File: src/rtl/fetch_decode.sv
// Single-issue RV32I fetch/decode front end: one outstanding fetch, decoded
// bundle held under valid/ready until the datapath takes it.
module fetch_decode #(
   parameter logic [31:0] RESET_PC = 32'h0000_0000
) (
   input  logic        clock,
   input  logic        reset,
   output logic        imem_req_valid,
   input  logic        imem_req_ready,
   output logic [31:0] imem_addr,
   input  logic        imem_rsp_valid,
   input  logic [31:0] imem_rsp_data,
   output logic        dec_valid,
   input  logic        dec_ready,
   output logic [31:0] pc,
   output logic [4:0]  opcode,
   output logic [2:0]  func3,
   output logic [6:0]  func7,
   output logic [4:0]  rs1,
   output logic [4:0]  rs2,
   output logic [4:0]  rd,
   output logic [31:0] imm,
   output logic        reg_write,
   output logic        illegal
);

   typedef enum logic [1:0] {
      REQ  = 2'd0,
      WAIT = 2'd1,
      HOLD = 2'd2
   } state_t;

   state_t      state;
   state_t      state_next;
   logic [31:0] pc_next;
   logic        load_bundle;

   logic [31:0] instr;
   logic [31:0] imm_d;
   logic        reg_write_d;
   logic        illegal_d;

   assign instr = imem_rsp_data;

   // Immediate and write-enable come from the major opcode; anything not
   // recognised is flagged illegal but still carries its raw fields.
   always_comb begin
      imm_d       = 32'h0;
      reg_write_d = 1'b0;
      illegal_d   = 1'b1;
      if (instr[1:0] == 2'b11) begin
         case (instr[6:2])
            5'b01100: begin
               illegal_d   = 1'b0;
               reg_write_d = 1'b1;
            end
            5'b00100, 5'b00000, 5'b11001: begin
               illegal_d   = 1'b0;
               reg_write_d = 1'b1;
               imm_d       = {{20{instr[31]}}, instr[31:20]};
            end
            5'b01000: begin
               illegal_d = 1'b0;
               imm_d     = {{20{instr[31]}}, instr[31:25], instr[11:7]};
            end
            5'b11000: begin
               illegal_d = 1'b0;
               imm_d     = {{19{instr[31]}}, instr[31], instr[7],
                            instr[30:25], instr[11:8], 1'b0};
            end
            5'b01101, 5'b00101: begin
               illegal_d   = 1'b0;
               reg_write_d = 1'b1;
               imm_d       = {instr[31:12], 12'h000};
            end
            5'b11011: begin
               illegal_d   = 1'b0;
               reg_write_d = 1'b1;
               imm_d       = {{11{instr[31]}}, instr[31], instr[19:12],
                              instr[20], instr[30:21], 1'b0};
            end
            default: begin
               illegal_d = 1'b1;
            end
         endcase
      end
      if (instr[11:7] == 5'd0) begin
         reg_write_d = 1'b0;
      end
   end

   // Next-state and handshake outputs; the request is suppressed while reset
   // is held so memory never sees a fetch from a stale pc.
   always_comb begin
      state_next     = state;
      pc_next        = pc;
      load_bundle    = 1'b0;
      imem_req_valid = 1'b0;
      dec_valid      = 1'b0;
      case (state)
         REQ: begin
            imem_req_valid = reset;
            if (imem_req_valid && imem_req_ready) begin
               state_next = WAIT;
            end
         end
         WAIT: begin
            if (imem_rsp_valid) begin
               load_bundle = 1'b1;
               state_next  = HOLD;
            end
         end
         HOLD: begin
            dec_valid = 1'b1;
            if (dec_ready) begin
               pc_next    = pc + 32'd4;
               state_next = REQ;
            end
         end
         default: begin
            state_next = REQ;
         end
      endcase
   end

   assign imem_addr = pc;

   // State, pc and the decoded bundle registers.
   always_ff @(posedge clock) begin
      if (!reset) begin
         state     <= REQ;
         pc        <= RESET_PC;
         opcode    <= 5'd0;
         func3     <= 3'd0;
         func7     <= 7'd0;
         rs1       <= 5'd0;
         rs2       <= 5'd0;
         rd        <= 5'd0;
         imm       <= 32'h0;
         reg_write <= 1'b0;
         illegal   <= 1'b0;
      end else begin
         state <= state_next;
         pc    <= pc_next;
         if (load_bundle) begin
            opcode    <= instr[6:2];
            func3     <= instr[14:12];
            func7     <= instr[31:25];
            rs1       <= instr[19:15];
            rs2       <= instr[24:20];
            rd        <= instr[11:7];
            imm       <= imm_d;
            reg_write <= reg_write_d & ~illegal_d;
            illegal   <= illegal_d;
         end
      end
   end

endmodule
File: config.mk
export PLATFORM = sky130hd
export DESIGN_NAME = fetch_decode
export DESIGN_NICKNAME = d
export VERILOG_FILES = /design/src/rtl/fetch_decode.sv
export SDC_FILE = /design/constraint.sdc
export NUM_CORES = 1
export LEC_CHECK = 0
export CAP_MARGIN = 20
export CORE_MARGIN = 3
export CORE_UTILIZATION = 40
export DETAILED_ROUTE_END_ITERATION = 10
export PLACE_DENSITY = 0.7
export REMOVE_ABC_BUFFERS = 1
export SYNTH_ARGS = -nofsm -noshare
export SYNTH_HDL_FRONTEND = slang
export SYNTH_SLANG_ARGS = --single-unit
File: constraint.sdc
create_clock -name clock -period 2.9 [get_ports clock]
set_input_delay 0.87 -clock clock [delete_from_list [all_inputs] [get_ports clock]]
set_output_delay 0.87 -clock clock [all_outputs]
set_load 0.01 [all_outputs]
==> impl_results.md <==
- Share of total power in combinational logic: 11.2%
- Post-synth EDFFs: 0
- Post-DP HPWL: 9.53 mm
- Compound-Gate Fraction of Synth Area: 19.5%
- Worst setup SP type: input port
- Tightest Pin Transition: 0.543 ns
- Final Cycle Share: 94.2%
- Drt via density: 5.47
- Mapped Avg Cell Area: 8.06 um2
- Core ar.: 0.0106 mm2
- Vias after detailed routing: 4,483
- CTS Root Cell: clkbuf_8
- DP Worst Slack: -0.210 ns
- # diodes: 0
- DR pass1 iterations: 5
- Clock power share: 36.1%
- Util after Layout: 59.0%
- Drt drc: 0
- DRC violation total after the first TritonRoute iteration: 240
- Maximum vdd ir drop: 0.287 mV
- Period minus WS final: 2.73 ns
- CP required: 2.03 ns
- Status: complete, no violations
- Multi-input gate area: 0.00208 mm2
- Die area: 0.0123 mm2
- CP max stage cell: clkdlybuf4s50_1
- Max stage delay on crit path: 0.56 ns
- Clock Path Buffers: 2
- Yosys reg bits: 96
- H-tree lvl count: 3
- Sequential share of power: 52.7%
- Worst Hold Class: register to register
- Synth Area in Adders: 0.283%
- Storage cell area: 0.00192 mm2
- Port Buffers: 162
- Cell row count: 37
- Clk slew on worst S/H paths: 0.10 ns
- Initial antenna violation count: 0
- F_max: 366 MHz
- Skew final: 0.00942 ns
- Switch share: 26.3%
- CTS buffer count: 9
- Post-Syn Area: 0.00442 mm2
- Relative slew slack: 63.8%
- Die Y: 111 um
- First-pass GRT wire length: 21.5 mm
- Warnings from Yosys: 0
- Setup ws final: 0.167 ns
- Worst setup path class: input port to output port
- Xor-xnor portion of the synthesized cell area: 1.59%
- Main combinational cell family by area after synthesis: simple AND/OR/NAND/NOR gates
- CP Cell Sequence: clkdlybuf4s50_1, nand2b_1, nor2_1, clkbuf_2
- P_leak: 2.05 nW
- Post-synth ARST share: 0%
- Slew Limit Fails: 0
- Crit. End Element: output port
- Power per cell area: 412 mW/mm2
- Yosys cell types: 51
- TritonCTS clock tree: done
- Clock Sink Count: 96
- Fraction of layout cells with a size suffix above 1: 7.75%
- Clock Latency Late Sink: 0.36 ns
- GR Util All Layers: 20.7%
- Final Hold Viols: 0
- Ports: 167
- Largest net degree at the start of global routing: 38
- Tot Pwr: 2.57 mW
- Post-synthesis mux area share: 0.453%
- Final setup fails: 0
- Sw Pwr: 0.675 mW
- Starting density of the core: 41.9%
- Area grow syn2layout: 41.0%
- GRT overflow: 0
- Synth Area in Simple Gates: 25.0%
- Routability Congestion: 0.845
- Max Cap Viol: 0
- Register area share after synthesis: 43.5%
- Nets: 717
- Fillers: 964
- Chip Width: 111 um
- Number of global-route vias before repair: 4,406
- Mapped Cells: 548
- Antenna viol nets, final: 0
- Crit-path max FO: 2
- Cell-internal power: 1.89 mW
- Drt wl/cell: 16.1 um
- Routed Wire Length: 13.2 mm
- RSZ-0062 raised after global routing: false
- Top FF cell, synth: dfxtp_1
- WP data arrival: 1.86 ns
-- placed cells by master, fill, tap and decap left out, drive strengths merged, types with 5 or more instances in the layout --
master,Yosys,layout
clkdlybuf4s50,0,161
nand2,106,106
dfxtp,96,96
a21oi,66,66
o21ai,28,28
buf,39,28
nor2,20,20
or4,19,19
nand3,18,18
o31ai,16,16
a22oi,11,11
clkbuf,34,10
nor4,9,9
inv,5,9
nand4,8,8
nor2b,7,7
and3,7,7
a32oi,6,6
nand2b,5,5
-- cells in the mapped netlist, types with 3 or more instances --
library cell,count,area share [%]
nand2b_1,5,0.71
xor2_1,4,0.79
a221o_1,4,0.91
buf_4,34,5.8
nor4_1,8,1.1
xnor2_1,4,0.79
a32oi_1,6,1.2
and3b_1,3,0.59
nor2b_1,7,0.99
nand2_1,106,9.0
o31ai_1,16,2.7
dfxtp_1,96,43
a22oi_1,11,1.9
buf_2,4,0.45
nor3_1,4,0.45
nand3_1,18,2.0
clkbuf_1,34,2.9
and3_1,7,0.99
inv_1,4,0.34
nor2_1,20,1.7
nand4_1,7,0.99
or4_1,19,3.2
a21oi_1,66,7.5
o21ai_0,28,3.2
-- stage by stage --
step	std cells	instance area, um2	setup TNS [ns]	hold slack [ns]
after floorplan	478	4020	0	0.476
after global placement	804	6030	-0.234	0.433
after detailed placement	804	6030	-0.210	0.441
after CTS	820	6230	0	0.462
after global routing	820	6230	0	0.475
final	820	6230	0	0.458
-- final timing paths --
check	start	endpoint	slack, ns	depth (start not counted)
worst min-delay path	imm[21]$_SDFFE_PN0P_	imm[21]$_SDFFE_PN0P_	0.46	2
worst max-delay path	reset	imem_req_valid	0.17	4
worst max register to register	imem_addr[8]$_SDFFE_PN0P_	imem_addr[21]$_SDFFE_PN0P_	0.55	4
worst min register to register	imm[21]$_SDFFE_PN0P_	imm[21]$_SDFFE_PN0P_	0.46	2
-- repair_timing --
action | in CTS | in global routing
gates cloned | 0 | 0
setup buffers | 0 | 0
gates resized for setup | 1 | 2
hold buffers | 0 | 0
setup endpoints to repair | 1 | 1
-- kinds of logic (layout without fill, tap and decap cells) --
| family | count (synthesis) | count (layout) |
|---|---|---|
| AOI/OAI and AO/OA | 142 | 142 |
| and+or+nand+nor | 220 | 220 |
| adders and majority gates | 1 | 1 |
| buffers and inverters | 78 | 211 |
| xor gates and xnor gates | 8 | 8 |
| muxes | 2 | 2 |
| other | 1 | 4 |
| DFF | 96 | 96 |
-- metal layers --
layer | GRT usage (%) | part of all wire, % | vias up
li1 | - | - | 2174
met1 | 27.1 | 45 | 2113
met2 | 35.4 | 47 | 181
met3 | 3.71 | 6.6 | 15
met4 | 5.11 | 1.3 | 0
met5 | 0 | 0 | -
-- power by group through the flow --
| stage | Combinational (mW) | Sequential (mW) | Clock, mW |
|---|---|---|---|
| 2_1_floorplan | 0.0983 | 1.39 | 0 |
| 3_3_place_gp | 0.283 | 1.38 | 0 |
| 5_1_grt | 0.311 | 1.36 | 0.999 |
| 6_report | 0.287 | 1.35 | 0.927 |
| 4_1_cts | 0.287 | 1.35 | 0.953 |
| 3_5_place_dp | 0.286 | 1.38 | 0 |
-- critical path, delay by kind of cell --
family                 cells  cell delay [ns]
buffers and inverters      2             0.73
AND/OR/NAND/NOR            2             0.26
-- registers in the layout, indices dropped and copies added (netlist names) --
| signal | count |
|---|---|
| illegal | 1 |
| rs2 | 5 |
| opcode | 5 |
| state | 2 |
| imem_addr | 30 |
| rd | 5 |
| imm | 32 |
| func3 | 3 |
| rs1 | 5 |
| func7 | 7 |
| reg_write | 1 |
-- cell type report --
class,count,share of cell area [%]
multi-input combinational,377,33.4
sequential,96,30.8
timing repair buffer,190,29.3
clock buffer,9,1.99
inverter,5,0.301
tap,136,2.73
clock inverter,7,1.37
Note: power is estimated with default switching activity, not from simulation.
